$ cat config.mk
export PLATFORM = sky130hd
export DESIGN_NAME = delay_align_detector_flat
export DESIGN_NICKNAME = d
export VERILOG_FILES = /design/src/rtl/delay_align_if.sv /design/src/rtl/delay_align_detector.sv /design/src/flat_wrapper.sv
export SDC_FILE = /design/constraint.sdc
export NUM_CORES = 1
export LEC_CHECK = 0
export ABC_AREA = 1
export BUFFER_PORTS_ARGS = -buffer_cell sky130_fd_sc_hd__buf_2
export CORE_MARGIN = 10
export CORE_UTILIZATION = 30
export DETAILED_ROUTE_END_ITERATION = 16
export GPL_ROUTABILITY_DRIVEN = 0
export HOLD_SLACK_MARGIN = 0.03
export REMOVE_ABC_BUFFERS = 1
export SYNTH_ARGS = -nofsm -noshare
export SYNTH_HDL_FRONTEND = slang
export SYNTH_SLANG_ARGS = --single-unit
$ cat constraint.sdc
create_clock -name clk -period 4.49 [get_ports clk]
set_input_delay 0.898 -clock clk [delete_from_list [all_inputs] [get_ports clk]]
set_output_delay 0.898 -clock clk [all_outputs]
set_load 0.02 [all_outputs]
$ cat src/rtl/delay_align_if.sv
// delay_align_if: stream/status bundle between the lab top level and
// delay_align_detector. The master drives both data streams and the start
// pulse; the slave (the detector) returns its estimate and status.
interface delay_align_if #(
  parameter int WIDTH = 8
);
  logic [WIDTH-1:0] ref_d;      // undelayed source data
  logic [WIDTH-1:0] dly_d;      // delay line output under test
  logic             start;      // single-cycle search (re)start pulse
  logic [1:0]       delay_est;  // detected tap delay, valid while locked
  logic             locked;     // alignment established
  logic             busy;       // search in progress
  logic             fail;       // no candidate matched, sticky
  logic [7:0]       err_cnt;    // saturating mismatch count while locked

  modport master (
    output ref_d, dly_d, start,
    input  delay_est, locked, busy, fail, err_cnt
  );

  modport slave (
    input  ref_d, dly_d, start,
    output delay_est, locked, busy, fail, err_cnt
  );
endinterface

$ cat src/rtl/delay_align_detector.sv
// delay_align_detector: works out which tap (0..3 cycles) of the
// selectable-latency delay line is in effect by comparing its output with
// delayed copies of the source stream, locks to it and keeps watching for
// misalignment.
// Optional feature macro: DELAY_ALIGN_ERRCNT_EN builds the saturating
// err_cnt register; without it err_cnt is tied to zero.
module delay_align_detector #(
  parameter int WIDTH     = 8,
  parameter int MATCH_LEN = 4,  // consecutive matches needed to lock (1..15)
  parameter int LOSS_LEN  = 2   // consecutive mismatches that drop lock (1..15)
) (
  input logic         clk,
  input logic         rst,
  delay_align_if.slave bus
);

  typedef enum logic [1:0] {
    S_IDLE,
    S_SEARCH,
    S_LOCKED,
    S_FAIL
  } state_t;

  state_t           state;
  logic [1:0]       cand;       // candidate tap under test
  logic [3:0]       mcnt;       // consecutive matches in SEARCH
  logic [3:0]       lcnt;       // consecutive mismatches in LOCKED
  logic [1:0]       delay_est_q;
  logic             locked_q;
  logic             busy_q;
  logic             fail_q;

  logic [WIDTH-1:0] h1, h2, h3; // ref_d delayed by 1, 2, 3 cycles
  logic [1:0]       sel;
  logic [WIDTH-1:0] tap;
  logic             match;
  logic [3:0]       mcnt_inc;
  logic [3:0]       lcnt_inc;

  localparam logic [3:0] MATCH_LEN_C = 4'(MATCH_LEN);
  localparam logic [3:0] LOSS_LEN_C  = 4'(LOSS_LEN);

  // Source history shift register, advanced every cycle.
  // NOTE: non-blocking assignments make h1->h2->h3 shift by one stage per
  // edge; blocking ones would collapse the chain into a single register.
  always_ff @(posedge clk or posedge rst) begin
    if (rst) begin
      h1 <= '0;
      h2 <= '0;
      h3 <= '0;
    end else begin
      h1 <= bus.ref_d;
      h2 <= h1;
      h3 <= h2;
    end
  end

  // Select the tap under test: the locked delay when locked, else the candidate.
  // NOTE: tap gets a default before the case so no path leaves it unassigned,
  // which would infer a latch.
  always_comb begin
    sel = (state == S_LOCKED) ? delay_est_q : cand;
    tap = bus.ref_d;
    case (sel)
      2'd1:    tap = h1;
      2'd2:    tap = h2;
      2'd3:    tap = h3;
      default: tap = bus.ref_d;
    endcase
  end

  assign match    = (bus.dly_d == tap);
  assign mcnt_inc = mcnt + 4'd1;
  assign lcnt_inc = lcnt + 4'd1;

  // Search / lock FSM with registered status outputs; start has top priority.
  always_ff @(posedge clk or posedge rst) begin
    if (rst) begin
      state       <= S_IDLE;
      cand        <= 2'd0;
      mcnt        <= 4'd0;
      lcnt        <= 4'd0;
      delay_est_q <= 2'd0;
      locked_q    <= 1'b0;
      busy_q      <= 1'b0;
      fail_q      <= 1'b0;
    end else if (bus.start) begin
      state    <= S_SEARCH;
      cand     <= 2'd0;
      mcnt     <= 4'd0;
      lcnt     <= 4'd0;
      locked_q <= 1'b0;
      busy_q   <= 1'b1;
      fail_q   <= 1'b0;
    end else begin
      case (state)
        S_SEARCH: begin
          if (match) begin
            if (mcnt_inc == MATCH_LEN_C) begin
              state       <= S_LOCKED;
              delay_est_q <= cand;
              mcnt        <= 4'd0;
              locked_q    <= 1'b1;
              busy_q      <= 1'b0;
            end else begin
              mcnt <= mcnt_inc;
            end
          end else begin
            mcnt <= 4'd0;
            if (cand == 2'd3) begin
              state  <= S_FAIL;
              busy_q <= 1'b0;
              fail_q <= 1'b1;
            end else begin
              cand <= cand + 2'd1;
            end
          end
        end
        S_LOCKED: begin
          if (!match) begin
            if (lcnt_inc == LOSS_LEN_C) begin
              state    <= S_SEARCH;
              cand     <= 2'd0;
              mcnt     <= 4'd0;
              lcnt     <= 4'd0;
              locked_q <= 1'b0;
              busy_q   <= 1'b1;
            end else begin
              lcnt <= lcnt_inc;
            end
          end else begin
            lcnt <= 4'd0;
          end
        end
        default: ; // IDLE and FAIL wait for start
      endcase
    end
  end

  assign bus.delay_est = delay_est_q;
  assign bus.locked    = locked_q;
  assign bus.busy      = busy_q;
  assign bus.fail      = fail_q;

`ifdef DELAY_ALIGN_ERRCNT_EN
  logic [7:0] err_q;

  // Count mismatches seen while locked, saturating; cleared only by start.
  always_ff @(posedge clk or posedge rst) begin
    if (rst) begin
      err_q <= 8'h00;
    end else if (bus.start) begin
      err_q <= 8'h00;
    end else if (state == S_LOCKED && !match && err_q != 8'hFF) begin
      err_q <= err_q + 8'd1;
    end
  end

  assign bus.err_cnt = err_q;
`else
  assign bus.err_cnt = 8'h00;
`endif

endmodule

$ cat src/flat_wrapper.sv
// flat-port wrapper written by rule: the top's interface ports become plain ports
module delay_align_detector_flat 
#(
  parameter int WIDTH     = 8,
  parameter int MATCH_LEN = 4,                                               
  parameter int LOSS_LEN  = 2                                                   
)
  (clk, rst, bus_ref_d, bus_dly_d, bus_start, bus_delay_est, bus_locked, bus_busy, bus_fail, bus_err_cnt);
  delay_align_if #(.WIDTH(WIDTH)) bus_i ();
  input logic clk;
  input logic rst;
  input wire logic [$bits(bus_i.ref_d)-1:0] bus_ref_d;
  input wire logic [$bits(bus_i.dly_d)-1:0] bus_dly_d;
  input wire logic [$bits(bus_i.start)-1:0] bus_start;
  output wire logic [$bits(bus_i.delay_est)-1:0] bus_delay_est;
  output wire logic [$bits(bus_i.locked)-1:0] bus_locked;
  output wire logic [$bits(bus_i.busy)-1:0] bus_busy;
  output wire logic [$bits(bus_i.fail)-1:0] bus_fail;
  output wire logic [$bits(bus_i.err_cnt)-1:0] bus_err_cnt;
  assign bus_i.ref_d = bus_ref_d;
  assign bus_i.dly_d = bus_dly_d;
  assign bus_i.start = bus_start;
  assign bus_delay_est = bus_i.delay_est;
  assign bus_locked = bus_i.locked;
  assign bus_busy = bus_i.busy;
  assign bus_fail = bus_i.fail;
  assign bus_err_cnt = bus_i.err_cnt;
  delay_align_detector #(.WIDTH(WIDTH), .MATCH_LEN(MATCH_LEN), .LOSS_LEN(LOSS_LEN)) u_core (.clk(clk), .rst(rst), .bus(bus_i));
endmodule
==> impl_metrics.toml, run 1 <==
[outcome]
status = "finished, final reports clean"

[timing]
fmax_mhz = 432.1
period_needed_ns = 2.314
finalSetupTns_ns = 0
worst_slew_pin_slew_ns = 0.6430
setup_ws_ns = 2.176
fin_skew_ns = 0.005573
whs_ns = 0.3811
drv_slew = 0
hold_viol = 0
rsz0062_at_grt = "false"
worst_slew_margin_rel_pct = 56.80
fin_crit_sh_pct = 51.54
setup_viol = 0

[logic_synthesis]
syn_avg_cell_area_um2 = 8.588
synth_largest_area_cell = "dfrtp_1"
synth_edf_count = 0
synth-seq-cells = 41
async_reset_ff_share_pct = 100.0
syn_inst = 249
syn-cell-area_um2 = 2138
ys_seq_area_share_pct = 47.98
yosys_warnings = 0
synth_area_leaders = "dfrtp_1, nand2_1, nand3_1, inv_1, buf_4"
yosys_most_used_dff = "dfrtp_1"
synthDominantCellAreaShare_pct = 47.98
synth.distinct_cells = 27
synth_common_cells = "nand2_1, nand3_1, dfrtp_1"
synth_most_common_cell = "nand2_1"

[global_routing]
antenna_found_initial = 0
grt_pass1_wl_um = 7431
gr-total-overflow = 0
grt_pass1_vias = 1614
grt_use_total_pct = 8.105
grt_max_degree = 42

[drt]
ant_nets = 0
met2_length_um = 1896
vias_per_cell = 4.349
top_layer = "met4"
first_pass_iters = 4
first_iter_violations = 98
wl_per_cell_um = 11.70
drcViolationCount = 0
drt_wl_total_um = 4363
wl_met1_um = 2156
route.met3.wl_um = 207
num_vias = 1622

[place]
placedCellCount = 365
place_ws_ns = 2.176
dp_hpwl_um = 3361
port_buffers = 23

[clocking]
hold_buffers = 0
clock_latency_ns = 0.30
numCtsBuffers = 5
htree_levels = 2
clock_sinks = 41
root_buffer = "clkbuf_8"
postCtsSetupBuffers = 0
cts_resized = 0
cts_max_path_buffers = 2
tritoncts = "yes"
clk_pin_slew_worst_paths_ns = 0.08

[die]
die_area_um2 = 10900
fp.dieH_um = 104.4
core_area_um2 = 6869
pin_count = 32
start_util_pct = 31.13
row_count = 30
die_w_um = 104.4

[cells_and_area]
fillerInstances = 744
synthToLayoutAreaGrowth_pct = 14.80
drive_gt1_share_pct = 19.13
antenna_cells = 0
layout.nets = 300
multi_input_area_um2 = 934.6
layout.cells.non_filler = 373
seq_area_um2 = 1026

[worst_setup_path]
crit_required_ns = 4.68
criticalPathCategory = "register to register"
end_kind = "register"
reg2reg_depth = 16
cp_max_fo = 15
start_kind = "register"
crit_arrival_ns = 2.50

[pwr]
power_leakage_nw = 1.245
ir_drop_v = 0.0001965
powerDensity_nw_per_um2 = 518.9
p_total_w = 0.001274

[job]
cap_violations = 0

[min_path]
worstHoldPathType = "register to register"
min_delay_path_depth = 0
## layout by cell type (no fill, tap or decap), drive strengths merged
cell type  instances
nand3             44
dfrtp             41
nand4              3
xnor2              2
nor2              10
nand2             69
inv               30
buf               24
or2                9
ha                 5
bufinv             2
o22ai              2
a21oi              1
xor2               2
nand3b             4
clkbuf             5
conb               8
o21ai             15
nor3               1
## report_power, final
part / internal [W] / switching, W
clock network: 0.000224 / 0.000137
logic: 0.000155 / 0.000319
registers: 0.000407 / 0.0000320
## worst max-delay path: stages (launching register included)
cell and delay [ns]:
dfrtp_1 0.40, inv_2 0.10, nand2_2 0.10, nand2_2 0.10
nand2_4 0.13, inv_6 0.13, nand2_4 0.08, or2_1 0.23
nand2_1 0.07, nand2_1 0.04, nand2_1 0.06, nand2_2 0.07
nor2_4 0.18, nand3_2 0.11, or2_4 0.28, nand2_1 0.06
o21ai_1 0.06
## worst paths after layout
kind,startpoint,end,slack (ns)
hold / removal,u_core.h2[5]$_DFF_PP0_,u_core.h3[5]$_DFF_PP0_,0.38
min in group asynchronous,rst,u_core.lcnt[1]$_DFFE_PP0N_,0.71
setup / recovery,u_core.state[0]$_DFFE_PP0P_,u_core.bus.delay_est[1]$_DFFE_PP0P_,2.18
hold reg to reg,u_core.h2[5]$_DFF_PP0_,u_core.h3[5]$_DFF_PP0_,0.38
setup reg to reg,u_core.state[0]$_DFFE_PP0P_,u_core.bus.delay_est[1]$_DFFE_PP0P_,2.18
max in group asynchronous,rst,u_core.bus.delay_est[1]$_DFFE_PP0P_,3.42
## flip-flops by register name (all words and copies together) (netlist names)
signal,count
u_core.bus.busy,1
u_core.cand,2
u_core.mcnt,4
u_core.h3,8
u_core.h1,8
u_core.lcnt,4
u_core.bus.delay_est,2
u_core.h2,8
u_core.bus.fail,1
u_core.bus.locked,1
u_core.state,2
## metal layers
metal	up-vias	track usage, %
li1	834	-
met1	741	10.13
met2	36	12.44
met3	11	2.664
met4	0	3.380
met5	-	0
## layout make-up
| class | count | share of cell area [%] |
|---|---|---|
| Clock buffer | 5 | 2.803 |
| Clock inverter | 3 | 2.803 |
| Inverter | 29 | 4.638 |
| Multi-Input combinational cell | 175 | 38.07 |
| Sequential cell | 41 | 41.79 |
| Tap cell | 96 | 4.893 |
| Timing Repair Buffer | 24 | 4.995 |
## kinds of logic after synthesis
group / count (synthesis) / synth area share [%]
compound gates: 18 / 4.681
xor+xnor: 4 / 1.639
buf+inv: 40 / 9.537
other cells: 1 / 0.1754
flops: 41 / 47.98
simple gates: 140 / 33.06
fa+ha+maj: 5 / 2.926
## stage by stage
step | util, % | cell area [um2]
finish | 35.74 | 2455
detailed placement | 33.73 | 2317
global route | 35.74 | 2455
CTS | 35.74 | 2455
global placement | 33.73 | 2317
floorplan | - | 2074
Note: power is estimated with default switching activity, not from simulation.
==> run 2, diff against run 1 <==
Settings changed: ABC_AREA 1 to 0.
Clock period 4.49 ns to 2 ns, I/O delays scaled along.
==> run 2 against run 1 <==
  * Clock skew rose by 0.0046 ns
  * Fmax fell by 9.1%
  * Global-route usage rose by 2.6 points
  * Critical path depth fell by 9
  * Highest routed layer unchanged
  * Die area rose by 14%
  * Synthesized cell count rose by 6.0%
  * The run now ends with negative setup slack left
  * Area after synthesis rose by 17%
==> impl_metrics.toml, run 2 <==
[worst_setup_path]
cp_slowest_cell = "or4_1"
crit_arrival_ns = 2.73
end_kind = "register"
r2r_start = "u_core.state[0]$_DFFE_PP0P_"
crit_family = "simple AND/OR/NAND/NOR gates"
critPathLaunch = "u_core.state[0]$_DFFE_PP0P_"
cp_max_fo = 7
slowest_delay_ns = 0.54
crit_buf_inv = 0
crit_chain = "and3b_2, a21oi_4, or4_1, o2111ai_2, o2111ai_4, nor4b_4, mux2_1"
start_kind = "register"
crit_required_ns = 2.18
criticalPathCategory = "register to register"

[global_routing]
grt_use_total_pct = 10.71
grt_pass1_vias = 2331
grt_pass1_wl_um = 11390
gr-total-overflow = 0
antenna_found_initial = 0
grt_max_degree = 42

[timing]
fin_crit_sh_pct = 127.3
setup_ws_ns = -0.5464
worst_slew_pin_slew_ns = 0.5360
drv_slew = 0
setup_viol = 17
period_needed_ns = 2.546
hold_viol = 0
fin_skew_ns = 0.01015
whs_ns = 0.2210
worst_slew_margin_rel_pct = 64.27
finalSetupTns_ns = -7.575
fmax_mhz = 392.7
rsz0062_at_grt = "true"

[die]
row_count = 33
die_w_um = 111.4
fp.dieH_um = 111.4
pin_count = 32
core_area_um2 = 8175
start_util_pct = 30.62
die_area_um2 = 12400

[logic_synthesis]
syn-cell-area_um2 = 2504
synth_common_cells = "dfrtp_1, nand2_1, a21oi_1"
synth_largest_area_cell = "dfrtp_1"
syn_avg_cell_area_um2 = 9.484
ys_seq_area_share_pct = 40.98
synth_edf_count = 0
synth_most_common_cell = "dfrtp_1"
yosys_most_used_dff = "dfrtp_1"
syn_inst = 264
synth.distinct_cells = 49
synthDominantCellAreaShare_pct = 40.98
synth-seq-cells = 41
yosys_warnings = 0
synth_area_leaders = "dfrtp_1, o211ai_1, a21oi_1, nand2_1, inv_1"
async_reset_ff_share_pct = 100.0

[outcome]
status = "finished, violations left"
violations = "negative setup slack"

[clocking]
clock_sinks = 41
clock_latency_ns = 0.30
tritoncts = "yes"
hold_buffers = 0
htree_levels = 2
numCtsBuffers = 5
clk_pin_slew_worst_paths_ns = 0.08
cts_max_path_buffers = 2
root_buffer = "clkbuf_8"

[drt]
vias_per_cell = 5.092
ant_nets = 0
drt_wl_total_um = 7132
num_vias = 2276
first_pass_iters = 4
wl_per_cell_um = 15.96
drcViolationCount = 0
first_iter_violations = 134

[cells_and_area]
antenna_cells = 0
final_common_cell = "buf_4"
layout.nets = 365
final_cell_mix = "buf_4, dfrtp_1, nand2_1, buf_2, inv_1"
top_regs = "u_core.h1 x8, u_core.h2 x8, u_core.h3 x8"
drive_gt1_share_pct = 39.18
synthToLayoutAreaGrowth_pct = 39.58

[place]
place_ws_ns = -0.6232
dp_hpwl_um = 4751
port_buffers = 23

[pwr]
powerDensity_nw_per_um2 = 891.6
ir_drop_v = 0.0003800
power_leakage_nw = 1.545
p_total_w = 0.003116

[min_path]
worstHoldPathType = "input port to async pin"

[job]
cap_violations = 0
run 2: cell types whose count changed after synthesis, sizes merged, moves of 9 or more:
cell and delta:
o2111ai +14, or2 -9, a21oi +23, o211ai +15
nand2 -45, nand2b +11, nand3 -40
run 2: final timing paths:
check                      slack (ns)  depth (start not counted)                                  end
max in group asynchronous        1.39                          3          u_core.state[1]$_DFFE_PP0P_
max                             -0.55                          7  u_core.bus.delay_est[1]$_DFFE_PP0P_
min in group clk                 0.23                          1               u_core.h1[2]$_DFF_PP0_
min                              0.22                          3               u_core.h3[7]$_DFF_PP0_
max reg2reg                     -0.55                          7  u_core.bus.delay_est[1]$_DFFE_PP0P_
min reg2reg                      0.38                          0               u_core.h3[1]$_DFF_PP0_
run 2: stage by stage:
stage	util [%]	std cells	area, um2
finish	42.75	447	3495
global route	42.75	447	3495
CTS	40.42	438	3304
detailed placement	36.52	423	2985
global placement	36.52	423	2985
floorplan	-	250	2401
run 2: report_power, final:
part / total (W) / internal [W] / switching [W] / leakage, nW
Sequential: 0.000950 / 0.000888 / 0.0000626 / 0.502
Clock: 0.000703 / 0.000407 / 0.000296 / 0.0585
Combinational: 0.00146 / 0.000686 / 0.000777 / 0.985
Total: 0.00312 / 0.00198 / 0.00113 / 1.55
run 2: final cells by class:
class / count / area, um2
repair buffers: 82 / 611.8
well taps: 105 / 131.4
clock inverters: 1 / 30.03
flip-flops and latches: 41 / 1028
multi-input cells: 190 / 1528
inverters: 21 / 78.83
clock buffers: 7 / 86.33
fillers: 782 / 4681
run 2: logic make-up (layout without fill, tap and decap cells):
kind of cell,Yosys count,after routing,synth area share [%]
buffers and inverters,42,111,8.296
xor gates and xnor gates,2,2,0.6998
AOI/OAI and AO/OA,91,93,28.14
and+or+nand+nor,78,78,17.49
other,1,8,0.1498
DFF,41,41,40.98
muxes,4,4,1.749
adders and majority gates,5,5,2.499
run 2: what timing repair did:
item	CTS	global route
resized for setup	31	33
setup buffers	6	9
hold endpoints to repair	0	0
gates cloned	1	2
pin swaps	9	25
setup endpoints to repair	17	17
run 2: tightest hold or removal path, stage by stage:
cell and delay, ns:
buf_2 0.09, inv_1 0.04, buf_4 0.44
run 2: layer usage:
| metal | up-vias | share of wire, % | track usage (%) |
|---|---|---|---|
| met5 | - | 0 | 0 |
| met4 | 0 | 1.2 | 3.599 |
| met3 | 6 | 3.4 | 2.469 |
| met2 | 44 | 49 | 17.43 |
| met1 | 1103 | 46 | 13.63 |
| li1 | 1123 | - | - |
==> run 3, diff against run 2 <==
Clock period 2 ns to 3.3 ns, I/O delays scaled along.
==> run 3 against run 2 <==
  * The run now ends clean
  * Register-to-register slack gained 0.85 ns
  * Sequential share of layout area grew 7.2 points
  * Global-route usage shrank 1.5 points
  * Combinational power shrank 62%
  * Critical path type unchanged
  * Critical endpoint is now u_core.state[1]$_DFFE_PP0P_
==> impl_metrics.toml, run 3 (synthesized netlist as in run 2, its figures left out) <==
[outcome]
status = "finished, final reports clean"

[cells_and_area]
layout.nets = 313
final_common_cell = "dfrtp_1"
fillerInstances = 852
top_regs = "u_core.h1 x8, u_core.h2 x8, u_core.h3 x8"
antenna_cells = 0
synthToLayoutAreaGrowth_pct = 11.74
final_cell_mix = "dfrtp_1, nand2_1, buf_2"
utilization_pct = 34.22
drive_gt1_share_pct = 17.59

[drt]
drcViolationCount = 0
wl_per_cell_um = 14.58
ant_nets = 0
num_vias = 2052
drt_wl_total_um = 5760
first_pass_iters = 4
vias_per_cell = 5.195
first_iter_violations = 65

[clocking]
clk_pin_slew_worst_paths_ns = 0.08
clock_latency_ns = 0.29
clock_sinks = 41
hold_buffers = 0
cts_max_path_buffers = 2
tritoncts = "yes"
root_buffer = "clkbuf_8"
postCtsSetupBuffers = 0
cts_resized = 0
numCtsBuffers = 5
htree_levels = 2

[worst_setup_path]
crit_arrival_ns = 3.23
criticalPathCategory = "register to register"
crit_chain = "nand3b_1, o21ai_2, a2111o_1, o2111ai_1, o2111ai_2, buf_4, o21bai_1, and4_1"
start_kind = "register"
path_depth = 8
crit_buf_inv = 1
cp_slowest_cell = "nand3b_1"
cp_max_fo = 13
slowest_delay_ns = 0.46
reg2reg_depth = 8
timing.rr.end = "u_core.state[1]$_DFFE_PP0P_"
end_kind = "register"
r2r_start = "u_core.state[0]$_DFFE_PP0P_"
r2r_setup_slack_ns = 0.30
critPathLaunch = "u_core.state[0]$_DFFE_PP0P_"
crit_required_ns = 3.54
crit_family = "compound AO/OA/AOI/OAI gates"
crit_path_end = "u_core.state[1]$_DFFE_PP0P_"

[die]
fp.dieH_um = 111.4
die_area_um2 = 12400
die_w_um = 111.4
start_util_pct = 30.62
row_count = 33
pin_count = 32
core_area_um2 = 8175

[place]
place_ws_ns = 0.3457
port_buffers = 23
dp_hpwl_um = 4322

[timing]
setup_viol = 0
fin_crit_sh_pct = 90.80
fin_skew_ns = 0.006506
fmax_mhz = 333.7
drv_slew = 0
worst_slew_pin_slew_ns = 0.7754
setup_ws_ns = 0.3035
period_needed_ns = 2.997
finalSetupTns_ns = 0
hold_viol = 0
worst_slew_margin_rel_pct = 48.25
rsz0062_at_grt = "false"

[pwr]
powerDensity_nw_per_um2 = 517.9
p_switching_w = 0.0005485
ir_drop_v = 0.0001561
combPwrFrac_pct = 38.3
switching_share_pct = 37.85
p_total_w = 0.001449
power_leakage_nw = 1.225
pwr-share-clk_pct = 22.3
p_seq_share_pct = 39.4
p_int_w = 0.0009004

[global_routing]
grt_pass1_wl_um = 9597
antenna_found_initial = 0
grt_use_total_pct = 9.178
gr-total-overflow = 0
grt_max_degree = 22
grt_pass1_vias = 1947

[job]
cap_violations = 0

[min_path]
worstHoldPathType = "register to register"
[run 3: changes by cell type in the layout (fill, tap and decap cells not counted), sizes merged]
cell | previous run | this run
clkbuf | 7 | 6
o21ai | 11 | 10
clkinv | 0 | 2
bufinv | 1 | 0
a21oi | 25 | 24
buf | 82 | 32
[run 3: layout make-up]
type / instances / area (um2) / area share [%]
Inverter: 21 / 78.83 / 2.818
Clock buffer: 6 / 72.57 / 2.594
Timing Repair Buffer: 32 / 182.7 / 6.530
Clock inverter: 2 / 10.01 / 0.3578
Multi-Input combinational cell: 188 / 1296 / 46.33
Sequential cell: 41 / 1026 / 36.67
Tap cell: 105 / 131.4 / 4.696
[run 3: metal layers]
layer | wire [um] | global-route usage [%] | up-vias
met4 | 139 | 3.942 | 0
met1 | 2862 | 11.92 | 988
li1 | - | - | 1011
met5 | 0 | 0 | -
met3 | 270 | 2.791 | 13
met2 | 2488 | 13.76 | 40
[run 3: worst register-to-register path: stages, from the launching register on]
cell	delay, ns
dfrtp_1	0.45
nand3b_1	0.46
o21ai_2	0.28
a2111o_1	0.46
o2111ai_1	0.14
o2111ai_2	0.25
buf_4	0.25
o21bai_1	0.38
and4_1	0.27
[run 3: worst min path at each step]
stage                           start                     end  slack [ns]  cells after the start
2_1_floorplan  u_core.h2[1]$_DFF_PP0_  u_core.h3[1]$_DFF_PP0_        0.35                      0
3_3_place_gp   u_core.h2[1]$_DFF_PP0_  u_core.h3[1]$_DFF_PP0_        0.37                      0
3_5_place_dp   u_core.h1[1]$_DFF_PP0_  u_core.h2[1]$_DFF_PP0_        0.36                      0
4_1_cts        u_core.h1[1]$_DFF_PP0_  u_core.h2[1]$_DFF_PP0_        0.38                      0
5_1_grt        u_core.h2[1]$_DFF_PP0_  u_core.h3[1]$_DFF_PP0_        0.40                      0
6_report       u_core.h1[1]$_DFF_PP0_  u_core.h2[1]$_DFF_PP0_        0.38                      0
[run 3: metrics by stage]
stage,hold slack [ns],instances,instance area (um2)
floorplan,0.3537,250,2401
global placement,0.3684,387,2715
detailed placement,0.3647,387,2715
CTS,0.3823,395,2798
global route,0.3971,395,2798
finish,0.3793,395,2798
[run 3: power groups by stage]
stage               Sequential [W]  Clock [W]  Combinational, W
CTS                       0.000571   0.000331          0.000559
global placement          0.000581          0          0.000547
finish                    0.000571   0.000324          0.000555
floorplan                 0.000592          0          0.000396
detailed placement        0.000581          0          0.000558
global route              0.000578   0.000351          0.000620
